<file path="config.mk">
export PLATFORM = sky130hd
export DESIGN_NAME = fifo_param_mem_flat
export DESIGN_NICKNAME = d
export VERILOG_FILES = /design/src/rtl/fifo_param_mem_if.sv /design/src/rtl/fifo_param_mem.sv /design/src/flat_wrapper.sv
export SDC_FILE = /design/constraint.sdc
export NUM_CORES = 1
export LEC_CHECK = 0
export CAP_MARGIN = 20
export CORE_MARGIN = 2
export CORE_UTILIZATION = 35
export CTS_CLUSTER_DIAMETER = 80
export DETAILED_ROUTE_END_ITERATION = 6
export PLACE_DENSITY_LB_ADDON = 0.2
export RECOVER_POWER = 50
export SLEW_MARGIN = 20
export SYNTH_ARGS = -nofsm -noshare
export SYNTH_HDL_FRONTEND = slang
export SYNTH_SLANG_ARGS = --single-unit
</file>
<file path="constraint.sdc">
create_clock -name clk -period 3.8 [get_ports clk]
set_input_delay 1.14 -clock clk [delete_from_list [all_inputs] [get_ports clk]]
set_output_delay 1.14 -clock clk [all_outputs]
set_load 0.005 [all_outputs]
</file>
<file path="src/rtl/fifo_param_mem_if.sv">
// Bus bundle for fifo_param_mem: push/pop requests, popped data and occupancy/status flags.
// The master modport belongs to the producer/consumer side; the slave modport belongs to the FIFO.
interface fifo_param_mem_if #(
  parameter int DATA_SIZE = 8,
  parameter int ADDR_SIZE = 3
);
  // Handshake: write is taken on a posedge when !full, or when full and read is also
  // taken on that edge. read is taken on a posedge when !empty. valid_out is high for
  // exactly the cycle after a taken read, while data_out holds that popped word.
  // Requests that are not taken are dropped and never retried by the FIFO.
  logic                 write;
  logic                 read;
  logic [DATA_SIZE-1:0] data_in;
  logic [DATA_SIZE-1:0] data_out;
  logic                 valid_out;
  logic                 full;
  logic                 empty;
  logic                 almost_full;
  logic                 almost_empty;
  logic [ADDR_SIZE:0]   fifo_count;
  logic [1:0]           error_out;

  modport master (
    output write, read, data_in,
    input  data_out, valid_out, full, empty, almost_full, almost_empty, fifo_count, error_out
  );

  modport slave (
    input  write, read, data_in,
    output data_out, valid_out, full, empty, almost_full, almost_empty, fifo_count, error_out
  );
endinterface

</file>
<file path="src/rtl/fifo_param_mem.sv">
// Parametrised synchronous FIFO with internal pointers, occupancy count and threshold flags.
// Optional sticky overflow/underflow flags on error_out are built when FIFO_ERR_FLAGS_EN is defined.
module fifo_param_mem #(
  parameter int DATA_SIZE       = 8,
  parameter int ADDR_SIZE       = 3,
  parameter int ALMOST_FULL_TH  = 6,
  parameter int ALMOST_EMPTY_TH = 2
) (
  input logic              clk,
  input logic              reset,
  fifo_param_mem_if.slave  bus
);
  localparam int DEPTH = 2 ** ADDR_SIZE;
  localparam logic [ADDR_SIZE:0] FULL_CNT = {1'b1, {ADDR_SIZE{1'b0}}};
  localparam logic [ADDR_SIZE:0] AF_CNT   = (ADDR_SIZE+1)'(ALMOST_FULL_TH);
  localparam logic [ADDR_SIZE:0] AE_CNT   = (ADDR_SIZE+1)'(ALMOST_EMPTY_TH);

  logic [DATA_SIZE-1:0] mem [DEPTH];
  logic [ADDR_SIZE-1:0] wr_ptr;
  logic [ADDR_SIZE-1:0] rd_ptr;
  logic [ADDR_SIZE:0]   count;
  logic [DATA_SIZE-1:0] data_out_q;
  logic                 valid_q;
  logic                 full_c;
  logic                 empty_c;
  logic                 wr_accept;
  logic                 rd_accept;

  assign full_c  = (count == FULL_CNT);
  assign empty_c = (count == '0);

  // A full FIFO still takes a write when the same edge pops, since that pop frees the slot.
  assign rd_accept = bus.read && !empty_c;
  assign wr_accept = bus.write && (!full_c || bus.read);

  // Storage is deliberately not reset; reset only suppresses the write.
  always_ff @(posedge clk) begin
    if (!reset && wr_accept) begin
      mem[wr_ptr] <= bus.data_in;
    end
  end

  always_ff @(posedge clk) begin
    if (reset) begin
      wr_ptr     <= '0;
      rd_ptr     <= '0;
      count      <= '0;
      data_out_q <= '0;
      valid_q    <= 1'b0;
    end else begin
      valid_q <= rd_accept;
      if (wr_accept) begin
        wr_ptr <= wr_ptr + ADDR_SIZE'(1);
      end
      if (rd_accept) begin
        rd_ptr     <= rd_ptr + ADDR_SIZE'(1);
        data_out_q <= mem[rd_ptr];
      end
      case ({wr_accept, rd_accept})
        2'b10:   count <= count + (ADDR_SIZE+1)'(1);
        2'b01:   count <= count - (ADDR_SIZE+1)'(1);
        default: count <= count;
      endcase
    end
  end

`ifdef FIFO_ERR_FLAGS_EN
  logic [1:0] error_q;

  // Sticky on the offending request itself, independent of whether anything was accepted.
  always_ff @(posedge clk) begin
    if (reset) begin
      error_q <= 2'b00;
    end else begin
      if (bus.write && !bus.read && full_c) begin
        error_q[1] <= 1'b1;
      end
      if (bus.read && empty_c) begin
        error_q[0] <= 1'b1;
      end
    end
  end

  assign bus.error_out = error_q;
`else
  assign bus.error_out = 2'b00;
`endif

  assign bus.data_out     = data_out_q;
  assign bus.valid_out    = valid_q;
  assign bus.fifo_count   = count;
  assign bus.full         = full_c;
  assign bus.empty        = empty_c;
  assign bus.almost_full  = (count >= AF_CNT);
  assign bus.almost_empty = (count <= AE_CNT);
endmodule

</file>
<file path="src/flat_wrapper.sv">
// flat-port wrapper written by rule: the top's interface ports become plain ports
module fifo_param_mem_flat 
#(
  parameter int DATA_SIZE       = 8,
  parameter int ADDR_SIZE       = 3,
  parameter int ALMOST_FULL_TH  = 6,
  parameter int ALMOST_EMPTY_TH = 2
)
  (clk, reset, bus_write, bus_read, bus_data_in, bus_data_out, bus_valid_out, bus_full, bus_empty, bus_almost_full, bus_almost_empty, bus_fifo_count, bus_error_out);
  fifo_param_mem_if #(.DATA_SIZE(DATA_SIZE), .ADDR_SIZE(ADDR_SIZE)) bus_i ();
  input logic clk;
  input logic reset;
  input wire logic [$bits(bus_i.write)-1:0] bus_write;
  input wire logic [$bits(bus_i.read)-1:0] bus_read;
  input wire logic [$bits(bus_i.data_in)-1:0] bus_data_in;
  output wire logic [$bits(bus_i.data_out)-1:0] bus_data_out;
  output wire logic [$bits(bus_i.valid_out)-1:0] bus_valid_out;
  output wire logic [$bits(bus_i.full)-1:0] bus_full;
  output wire logic [$bits(bus_i.empty)-1:0] bus_empty;
  output wire logic [$bits(bus_i.almost_full)-1:0] bus_almost_full;
  output wire logic [$bits(bus_i.almost_empty)-1:0] bus_almost_empty;
  output wire logic [$bits(bus_i.fifo_count)-1:0] bus_fifo_count;
  output wire logic [$bits(bus_i.error_out)-1:0] bus_error_out;
  assign bus_i.write = bus_write;
  assign bus_i.read = bus_read;
  assign bus_i.data_in = bus_data_in;
  assign bus_data_out = bus_i.data_out;
  assign bus_valid_out = bus_i.valid_out;
  assign bus_full = bus_i.full;
  assign bus_empty = bus_i.empty;
  assign bus_almost_full = bus_i.almost_full;
  assign bus_almost_empty = bus_i.almost_empty;
  assign bus_fifo_count = bus_i.fifo_count;
  assign bus_error_out = bus_i.error_out;
  fifo_param_mem #(.DATA_SIZE(DATA_SIZE), .ADDR_SIZE(ADDR_SIZE), .ALMOST_FULL_TH(ALMOST_FULL_TH), .ALMOST_EMPTY_TH(ALMOST_EMPTY_TH)) u_core (.clk(clk), .reset(reset), .bus(bus_i));
endmodule
</file>
; Yosys cells after proc, flatten, opt, wreduce, memory -nomap -nowiden
; Memories as Yosys holds them, arrays and structs flattened. A register that Yosys moved wholly into a read port is not among the register bits.
; Index checks and enable logic that the tools add are counted.
[totals]
out_inout_bits = 19
memories = 1
wordCells = 26
in_bits = 12
ff_bits = 11
mem_bits_rw = 64
[mem_list]
columns = name, depth, word_bits, read_ports, rd_clocked_by_memory_dff, write_ports, line_no
row1 = u_core.mem, 8, 8, 1, 1, 1, fifo_param_mem.sv:18  ; logic [DATA_SIZE-1:0] mem [DEPTH];
[op_classes]
reduce_logical = 9
eq_ne = 3
n_mux = 3
n_addsub = 4
magnitude_cmp = 2
[ops]
columns = op, n
row1 = $pmux W4 S2, 1
row2 = $add A3 B1 Y3 const B, 2
row3 = $add A4 B1 Y4 const B, 1
row4 = $eq A4 B4 Y1 const B, 1
row5 = $ge A4 B3 Y1 const B, 1
row6 = $le A4 B2 Y1 const B, 1
row7 = $logic_not A4 Y1, 1
row8 = $sub A4 B1 Y4 const B, 1
row9 = $logic_and A1 B1 Y1, 3
row10 = $logic_not A1 Y1, 3
row11 = $eq A2 B1 Y1 const B, 1
row12 = $eq A2 B2 Y1 const B, 1
row13 = $mux W1, 2
row14 = $reduce_bool A2 Y1, 1
row15 = $logic_or A1 B1 Y1, 1

; Longest topological paths before layout
; Gate-level depths: netlist of the first run.
[logic_depth]
ltp_word = 7
ltp_mapped = 9
mapped_depth_nobuf = 9

; Worst setup path after synthesis of the first run
; No wires, ideal clock.
[synth_path]
path_type = input to register
start = in bus_read
end = reg u_core.count[3] (netlist: u_core.bus.fifo_count[3])
t_required_ps = 3730
setup_time_ps = 70
arrival_ps = 2931
path_buffers = 1
path_stages = 8
path_slack_ps = 799
path_cell_list = o41a_2 clkbuf_1 ha_1 ha_1 a21oi_1 a21oi_1 or4_1 a21oi_1
[synth_via]
elab_cells_between_ends = 7
cone_classes = 2 x eq/ne / 1 x mux / 4 x reduce/logical
[synth_lines]
columns = element, line_no
row1 = from (decl), flat_wrapper.sv:14  ; input wire logic [$bits(bus_i.read)-1:0] bus_read;
row2 = $logic_and A1 B1 Y1 (*), fifo_param_mem.sv:33  ; assign rd_accept = bus.read && !empty_c;
row3 = named net u_core.rd_accept, fifo_param_mem.sv:27  ; logic rd_accept;
row4 = $eq A2 B1 Y1 or $eq A2 B2 Y1 (tied branches), fifo_param_mem.sv:59  ; case ({wr_accept, rd_accept})
row5 = $pmux W4 S2 or $reduce_bool A2 Y1 (tied branches), n/a
row6 = to (signal assigned), fifo_param_mem.sv:60  ; 2'b10: count <= count + (ADDR_SIZE+1)'(1);
row7 = to (signal assigned), fifo_param_mem.sv:61  ; 2'b01: count <= count - (ADDR_SIZE+1)'(1);
row8 = to (signal assigned), fifo_param_mem.sv:62  ; default: count <= count;
row9 = to (decl), fifo_param_mem.sv:21  ; logic [ADDR_SIZE:0] count;
; The timed path passes the listed nets; every way through them passes the cells marked *.
; A chain may end at the register's enable or synchronous reset.

; Final worst setup path of the first run
[layout_path]
start = in bus_read
end = reg u_core.count[3] (netlist: u_core.bus.fifo_count[3])
[layout_via]
elab_chain_cells = 4
elab_cells_between_ends = 7
cone_classes = 2 x eq/ne / 1 x mux / 4 x reduce/logical
[layout_rtl]
columns = element, line_no
row1 = $logic_or A1 B1 Y1, fifo_param_mem.sv:34  ; assign wr_accept = bus.write && (!full_c || bus.read);
row2 = $logic_and A1 B1 Y1, fifo_param_mem.sv:34
row3 = $eq A2 B1 Y1 or $eq A2 B2 Y1 (tied branches), fifo_param_mem.sv:59
row4 = $pmux W4 S2 or $reduce_bool A2 Y1 (tied branches), n/a
; Parallel ways exist; a longest one is shown, timed or not.

==> results of run 1 <==
[registers in the layout (all words and copies together) (netlist names)]
name and cells:
u_core.bus.valid_out 1, u_core.bus.data_out 8, u_core.bus.fifo_count 4, u_core.rd_ptr 3, u_core.wr_ptr 3, u_core.mem 64
[per-stage QoR]
| stage | util | instance area (µm²) | setup WS (ns) | hold WS (ns) |
|---|---|---|---|---|
| 6_report | 0.424 | 3880 | 0.632 | 0.490 |
| 2_1_floorplan | - | 3270 | 0.799 | 0.484 |
| 3_5_place_dp | 0.408 | 3730 | 0.370 | 0.483 |
| 4_1_cts | 0.426 | 3900 | 0.695 | 0.496 |
| 3_3_place_gp | 0.408 | 3730 | 0.417 | 0.480 |
| 5_1_grt | 0.424 | 3880 | 0.431 | 0.514 |
[routing by layer]
layer,track usage,routed length [µm]
met5,0,0
met4,0.0506,71
met3,0.0395,227
met2,0.227,3190
met1,0.166,2640
[cell type report]
type / instances / area, µm²
Clock buffer: 9 / 124
Timing Repair Buffer: 39 / 352
Fill cell: 828 / 5270
Multi-Input combinational cell: 101 / 911
Inverter: 4 / 15.0
Clock inverter: 7 / 42.5
Tap cell: 111 / 139
Sequential cell: 83 / 2300
[worst max-delay path: cells and delay by family]
family                   cells  cell delay, ns
AO/OA/AOI/OAI                4            0.72
adder cells (fa/ha/maj)      2            0.51
buffers and inverters        1            0.61
AND/OR/NAND/NOR              1            0.46
[final timing paths]
check        slack, ns                       end  depth (start not counted)
max               0.63  u_core.bus.fifo_count[3]                          8
min               0.49    u_core.bus.data_out[0]                          2
max reg2reg       1.05  u_core.bus.fifo_count[3]                          8
min reg2reg       0.49    u_core.bus.data_out[0]                          2
[cell families (layout without fill, tap and decap cells)]
logic type | after synthesis | after routing | synth area share
flip-flops | 83 | 83 | 0.704
multiplexers | 18 | 18 | 0.116
adder cells (fa/ha/maj) | 6 | 6 | 0.0253
other | 1 | 2 | 0.00115
AO/OA/AOI/OAI | 20 | 20 | 0.0432
AND/OR/NAND/NOR | 49 | 49 | 0.0716
XOR/XNOR | 6 | 6 | 0.0161
buffers and inverters | 15 | 59 | 0.0222
[power by group through the flow]
stage                     Combinational [mW]  Clock (mW)  Sequential [mW]
final                                  0.554       0.539             1.13
after detailed placement               0.574           0             1.15
after global placement                 0.569           0             1.15
after global routing                   0.624       0.603             1.15
after CTS                              0.576       0.567             1.13
after floorplan                        0.337           0             1.13
[layout by cell type (no fill, tap or decap), types with 5 or more instances in the layout]
cell type and n:
nor2_1 24, ha_1 5, nor3_1 11, mux4_2 16
xor2_1 5, o22ai_1 8, dlygate4sd3_1 12, clkbuf_8 9
clkdlybuf4s50_1 16, edfxtp_1 64, buf_4 8, dfxtp_1 19
a21oi_1 5
==> reports/metrics.cfg, run 1 <==
[timing]
hold_viol = 0
period_share = 0.834
rsz0062_at_grt = false
worst_pin_slew_ns = 0.897
period_needed_ns = 3.17
setup_viol = 0
slew_violations = 0
slew_headroom = 0.401
fin_skew_ns = 0.0126
max_freq_mhz = 316
fin_setup_tns_ns = 0

[worst_setup_path]
path_cells = dlygate4sd3_1 > o21ai_4 > ha_1 > ha_1 > a21oi_1 > a21oi_1 > or4_1 > a21oi_1
cp-startpoint = bus_read
required_ns = 4.08
cp.arrival_ns = 3.45
cp-start-kind = input port
cp_max_fo = 7
path_class = in2reg
timing.rr.start = u_core.bus.fifo_count[0]
end_kind = register
path_common_cell = a21oi_1
cpPeakStageDelay_ns = 0.61
slowest_stage = dlygate4sd3_1

[final_layout]
area_growth_pct = 18.8
instances_no_fill = 354
final_nets = 256
final_layout_size_suffix_gt1_frac = 0.181
antennaDiodeCount = 0

[status]
status = finished clean

[yosys]
synth_area_leader_cell = edfxtp_1
synthTopCellsByArea = edfxtp_1 (59%), dfxtp_1 (12%), mux4_2 (11%)
synth.yosys.warnings = 0
synth_top_cell_area_share = 0.588
yosys.cell_count.top_type = edfxtp_1
synthFlopType = edfxtp_1
synth_seq_area_share = 0.704
synthArstFlopShare = 0
synthDistinctLibCells = 35
syn_avg_cell_area_um2 = 16.5
synthTopCellsByCount = edfxtp_1 (64), nor2_1 (24), dfxtp_1 (19)
syn_area_mm2 = 0.00327
ys_ff_latch = 83
synth_cells = 198
synth_enable_flop_cells = 64

[die]
start_util = 0.357
pin_count = 31
rows = 35
die-area_mm2 = 0.0101
die_w_um = 101
core_area_mm2 = 0.00915
die_h_um = 101

[clocking]
cts_root_buf = clkbuf_8
cts_buffers = 9
cts_setup_buffers = 0
worstSkewPairLatency_ns = 0.35
cts_repair_resize_count = 0
clock_path_buffers = 2
cts_tree = yes
h-tree-depth = 3
clock_sinks = 83
clk_pin_slew_ns = 0.08
postCtsHoldBufs = 0

[worst_hold_path]
min_path_type = reg2reg
worstHoldStart = u_core.bus.data_out[0]

[power_and_ir_drop]
comb_power_share = 0.249
p_sw_frac = 0.281
power_mw = 2.22
power_frac_seq = 0.508
p_leak_nw = 1.28
vdd_ir_drop_max_mv = 0.238
pwr-share-clk = 0.242
intPower_mw = 1.60
powerDensity_mw_per_mm2 = 572
p_sw_uw = 625

[grt]
grt_overflow = 0
track_usage = 0.135
grt_pass1_vias = 1827
antenna_found_initial = 0
grt_pass1_wl_mm = 9.87
grt_max_degree = 19

[placement]
place_hpwl_mm = 3.90
gp_congestion = 0.725
dp.cells = 338
io_buffers = 28

[drt]
post_drt_wl_per_cell_um = 17.3
drt.antenna.violating_nets = 0
avgViaCountPerCell = 4.96
wirelength_mm = 6.13
dr.first_iter.drc_count = 63
vias = 1756
drc = 0
drtPass1Iterations = 4

[flow_run]
cap_violations = 0

(Power assumes the default switching activity.)
==> run 2, diff against run 1 <==
==> constraint.sdc (replaced) <==
create_clock -name clk -period 2.7 [get_ports clk]
set_input_delay 0.81 -clock clk [delete_from_list [all_inputs] [get_ports clk]]
set_output_delay 0.81 -clock clk [all_outputs]
set_load 0.005 [all_outputs]
==> reports/metrics.cfg, run 2 (synthesized netlist as in run 1, its figures left out) <==
[status]
status = finished clean

[worst_setup_path]
end_kind = primary output
cp-start-kind = register
cp.arrival_ns = 1.81  ; -1.64 ns
path_cells = or4b_4 > inv_1 > clkdlybuf4s50_1
required_ns = 1.89  ; -2.19 ns
cp_max_fo = 4  ; -3
path_class = reg2out
cpPeakStageDelay_ns = 0.59  ; -0.02 ns
slowest_stage = or4b_4

[placement]
io_buffers = 28  ; unchanged
preCtsSetupSlack_ns = -0.268  ; -0.638 ns
gp_congestion = 0.751  ; +3.5%
place_hpwl_mm = 3.98  ; +2.3%
dp.cells = 349  ; +3.3%

[final_layout]
antennaDiodeCount = 0  ; unchanged
postLayoutCoreUtil = 0.439  ; +0.0149
final_nets = 267  ; +4.3%
instances_no_fill = 365  ; +3.1%
final_common_cell = edfxtp_1
final_layout_size_suffix_gt1_frac = 0.213  ; +0.0315
largest_reg_flops = 64  ; unchanged
area_growth_pct = 23.0
top_register = u_core.mem
fillCellCount = 818  ; -1.2%
mostFrequentLayoutCells = edfxtp_1 (64), nor2_1 (24), clkdlybuf4s50_1 (19), dfxtp_1 (19), buf_4 (18)

[timing]
hold_viol = 0  ; unchanged
setup_slack_ns = 0.0806  ; -0.552 ns
rsz0062_at_grt = false
max_freq_mhz = 382
period_needed_ns = 2.62
slew_violations = 0  ; unchanged
fin_skew_ns = 0.0118  ; -0.000841 ns
worst_pin_slew_ns = 0.880  ; -0.0166 ns
slew_headroom = 0.411  ; +0.00975
setup_viol = 0  ; unchanged
period_share = 0.970

[grt]
grt_max_degree = 19  ; unchanged
met3_usage = 0.0291  ; -0.0104
grt_overflow = 0  ; unchanged
track_usage = 0.134  ; -0.00177
met1_usage = 0.174  ; +0.00833
grt_pass1_vias = 1772  ; -3.0%
busiest_layer = met2
grt_util_met2 = 0.218  ; -0.00923
grt_pass1_wl_mm = 9.83  ; -0.35%
antenna_found_initial = 0  ; unchanged

[power_and_ir_drop]
vdd_ir_drop_max_mv = 0.376  ; +58%
p_leak_nw = 1.35  ; +5.8%
power_mw = 3.43  ; +54%
powerDensity_mw_per_mm2 = 853  ; +49%

[flow_run]
cap_violations = 0  ; unchanged

[die]
start_util = 0.357  ; unchanged
pin_count = 31  ; unchanged
rows = 35  ; unchanged
core_area_mm2 = 0.00915  ; unchanged
die_h_um = 101  ; unchanged
die_w_um = 101  ; unchanged
die-area_mm2 = 0.0101  ; unchanged

[clocking]
h-tree-depth = 3  ; unchanged
cts_setup_buffers = 0  ; unchanged
cts_tree = yes
clk_pin_slew_ns = 0.08  ; about the same
clock_sinks = 83  ; unchanged
cts_buffers = 9  ; unchanged
worstSkewPairLatency_ns = 0.34  ; about the same
cts_root_buf = clkbuf_8
postCtsHoldBufs = 0  ; unchanged
clock_path_buffers = 2  ; unchanged
cts_repair_resize_count = 0  ; unchanged

[drt]
vias = 1805  ; +2.8%
avgViaCountPerCell = 4.95  ; -0.31%
post_drt_wl_per_cell_um = 16.8  ; -2.9%
drt.antenna.violating_nets = 0  ; unchanged
dr.first_iter.drc_count = 115  ; +83%
drtPass1Iterations = 4  ; unchanged
drc = 0  ; unchanged
wirelength_mm = 6.13  ; about the same

[worst_hold_path]
min_path_type = reg2reg

run 2: changes by cell type in the layout (fill, tap and decap cells not counted), sizes merged:
cell / before / now
inv: 5 / 6
dlygate4sd3: 12 / 9
clkinvlp: 2 / 1
clkbuf: 12 / 13
clkdlybuf4s50: 16 / 19
buf: 8 / 18
bufinv: 0 / 2
clkinv: 4 / 2
run 2: worst max-delay path, delay by kind of cell, from the launching register on:
family	cells	cell delay, ns
AND/OR/NAND/NOR	1	0.59
flip-flops	1	0.32
buffers and inverters	2	0.56
run 2: final timing paths:
kind                                               start                  endpoint  slack, ns  cells after the start
worst max-delay path            u_core.bus.fifo_count[0]                  bus_full       0.08                      3
worst max register to register  u_core.bus.fifo_count[0]  u_core.bus.fifo_count[3]       0.23                      8
worst min-delay path              u_core.bus.data_out[7]    u_core.bus.data_out[7]       0.49                      2
worst min register to register    u_core.bus.data_out[7]    u_core.bus.data_out[7]       0.49                      2
run 2: power breakdown:
part / internal, mW / switching, mW
combinational: 0.492 / 0.418
sequential: 1.48 / 0.0504
clock: 0.529 / 0.456
run 2: metrics by stage:
step	hold WS [ns]	TNS, ns	cell area (µm²)
2_1_floorplan	0.484	0	3270
3_3_place_gp	0.481	-1.80	3810
3_5_place_dp	0.480	-3.05	3810
4_1_cts	0.496	0	4040
5_1_grt	0.515	0	4020
6_report	0.492	0	4020
run 2: final cells by class:
| cell class | count | area, µm² | area share |
|---|---|---|---|
| Clock inverter | 7 | 100 | 0.0249 |
| Tap cell | 111 | 139 | 0.0345 |
| Sequential cell | 83 | 2300 | 0.572 |
| Multi-Input combinational cell | 101 | 911 | 0.227 |
| Inverter | 4 | 15.0 | 0.00373 |
| Clock buffer | 9 | 124 | 0.0308 |
| Timing Repair Buffer | 50 | 430 | 0.107 |
run 2: metal layers:
metal | wire (µm) | part of all wire
met1 | 2700 | 0.44
met2 | 3220 | 0.52
met3 | 178 | 0.029
met4 | 40 | 0.0065
met5 | 0 | 0
==> run 3, diff against run 2 <==
==> constraint.sdc (replaced) <==
create_clock -name clk -period 2.6 [get_ports clk]
set_input_delay 0.78 -clock clk [delete_from_list [all_inputs] [get_ports clk]]
set_output_delay 0.78 -clock clk [all_outputs]
set_load 0.005 [all_outputs]
==> reports/metrics.cfg, run 3 (synthesized netlist as in run 1, its figures left out) <==
[status]
status = finished clean

[clocking]
clock_sinks = 83  ; unchanged
clk_pin_slew_ns = 0.09  ; about the same
clock_path_buffers = 2  ; unchanged
worstSkewPairLatency_ns = 0.35  ; about the same
h-tree-depth = 3  ; unchanged
postCtsHoldBufs = 0  ; unchanged
cts_buffers = 9  ; unchanged
cts_tree = yes
cts_root_buf = clkbuf_8

[drt]
wirelength_mm = 6.19  ; +0.91%
vias = 1813  ; +0.44%
drc = 0  ; unchanged
avgViaCountPerCell = 4.95  ; +0.17%
dr.first_iter.drc_count = 89  ; -23%
post_drt_wl_per_cell_um = 16.9  ; +0.64%
drtPass1Iterations = 4  ; unchanged
drt.antenna.violating_nets = 0  ; unchanged

[die]
start_util = 0.357  ; unchanged
core_area_mm2 = 0.00915  ; unchanged
rows = 35  ; unchanged
die_w_um = 101  ; unchanged
pin_count = 31  ; unchanged
die_h_um = 101  ; unchanged
die-area_mm2 = 0.0101  ; unchanged

[final_layout]
largest_reg_flops = 64  ; unchanged
register_area_mm2 = 0.00230  ; about the same
postLayoutCoreUtil = 0.438  ; -0.00178
final_area_mm2 = 0.00401  ; -0.40%
top_register = u_core.mem
multi_input_area_um2 = 927  ; +1.8%
final_layout_size_suffix_gt1_frac = 0.231  ; +0.0188
antennaDiodeCount = 0  ; unchanged
mostFrequentLayoutCells = edfxtp_1 (64), nor2_1 (24), buf_4 (20)
final_common_cell = edfxtp_1
final_nets = 268  ; +0.37%
fillCellCount = 825  ; +0.86%
area_growth_pct = 22.5

[power_and_ir_drop]
p_leak_nw = 1.35  ; -0.55%
power_mw = 3.40  ; -0.78%
vdd_ir_drop_max_mv = 0.303  ; -19%
powerDensity_mw_per_mm2 = 849  ; -0.37%

[timing]
setup_viol = 0  ; unchanged
period_share = 0.977
timing.hold.ws_ns = 0.492  ; -0.000614 ns
setup_slack_ns = 0.0587  ; -0.0219 ns
slew_headroom = 0.449  ; +0.0381
fin_skew_ns = 0.0107  ; -0.00104 ns
worst_pin_slew_ns = 0.823  ; -0.0570 ns
period_needed_ns = 2.54
max_freq_mhz = 394
slew_violations = 0  ; unchanged
hold_viol = 0  ; unchanged

[grt]
grt_pass1_wl_mm = 9.60  ; -2.4%
grt_overflow = 0  ; unchanged
track_usage = 0.132  ; -0.00125
grt_pass1_vias = 1718  ; -3.0%
antenna_found_initial = 0  ; unchanged
grt_max_degree = 19  ; unchanged

[worst_setup_path]
path_class = in2reg
end_kind = register
cp_max_fo = 3  ; -1
required_ns = 2.89  ; +1.00 ns
cp-start-kind = input port
cp.arrival_ns = 2.83  ; +1.02 ns

[placement]
preCtsSetupSlack_ns = -0.320  ; -0.0522 ns
gp_congestion = 0.762  ; +1.5%
io_buffers = 28  ; unchanged
place_hpwl_mm = 3.92  ; -1.6%
postPlaceCellArea_mm2 = 0.00381  ; unchanged

[worst_hold_path]
min_path_type = reg2reg

[flow_run]
cap_violations = 0  ; unchanged

[run 3: final cells by class]
type                    instances  share of cell area
clock buffers                  10              0.0319
clock inverters                 6              0.0122
inverters                       4             0.00375
multi-input cells             101               0.231
flip-flops and latches         83               0.575
well taps                     111              0.0347
repair buffers                 51               0.111
[run 3: repair_timing]
| action | CTS | global route |
|---|---|---|
| setup endpoints to repair | 1 | 2 |
| resized for setup | 1 | 4 |
| pin swaps | 1 | 1 |
| buffers inserted | 1 | 0 |
[run 3: worst max-delay path, cell delays in order]
cell             delay, ns
clkdlybuf4s50_1       0.49
o41a_2                0.18
ha_4                  0.18
buf_4                 0.12
ha_1                  0.26
nand3_1               0.09
and3_1                0.18
or4_1                 0.39
a21oi_1               0.14
[run 3: per-layer routing]
metal	part of all wire	GRT usage	vias to the layer above	routed length, µm
met3	0.026	0.0361	8	164
met5	0	0	-	0
met1	0.49	0.184	908	3020
li1	-	-	875	-
met4	0.013	0.0537	0	78
met2	0.47	0.197	22	2930
[run 3: per-stage QoR]
| step | std cells | setup TNS [ns] |
|---|---|---|
| floorplan | 199 | 0 |
| global placement | 349 | -3.50 |
| detailed placement | 349 | -4.75 |
| CTS | 366 | 0 |
| global route | 366 | -0.00972 |
| finish | 366 | 0 |
[run 3: worst paths after layout]
| check | from | endpoint | slack (ns) | cells past startpoint |
|---|---|---|---|---|
| max | bus_read | u_core.bus.fifo_count[3] | 0.06 | 9 |
| min | u_core.bus.data_out[7] | u_core.bus.data_out[7] | 0.49 | 2 |
| max reg2reg | u_core.bus.fifo_count[2] | u_core.bus.fifo_count[3] | 0.09 | 9 |
| min reg2reg | u_core.bus.data_out[7] | u_core.bus.data_out[7] | 0.49 | 2 |
[run 3: power by group]
group	switching, mW	internal [mW]
clock	0.473	0.355
sequential	0.0548	1.54
combinational	0.441	0.537
total	0.969	2.43
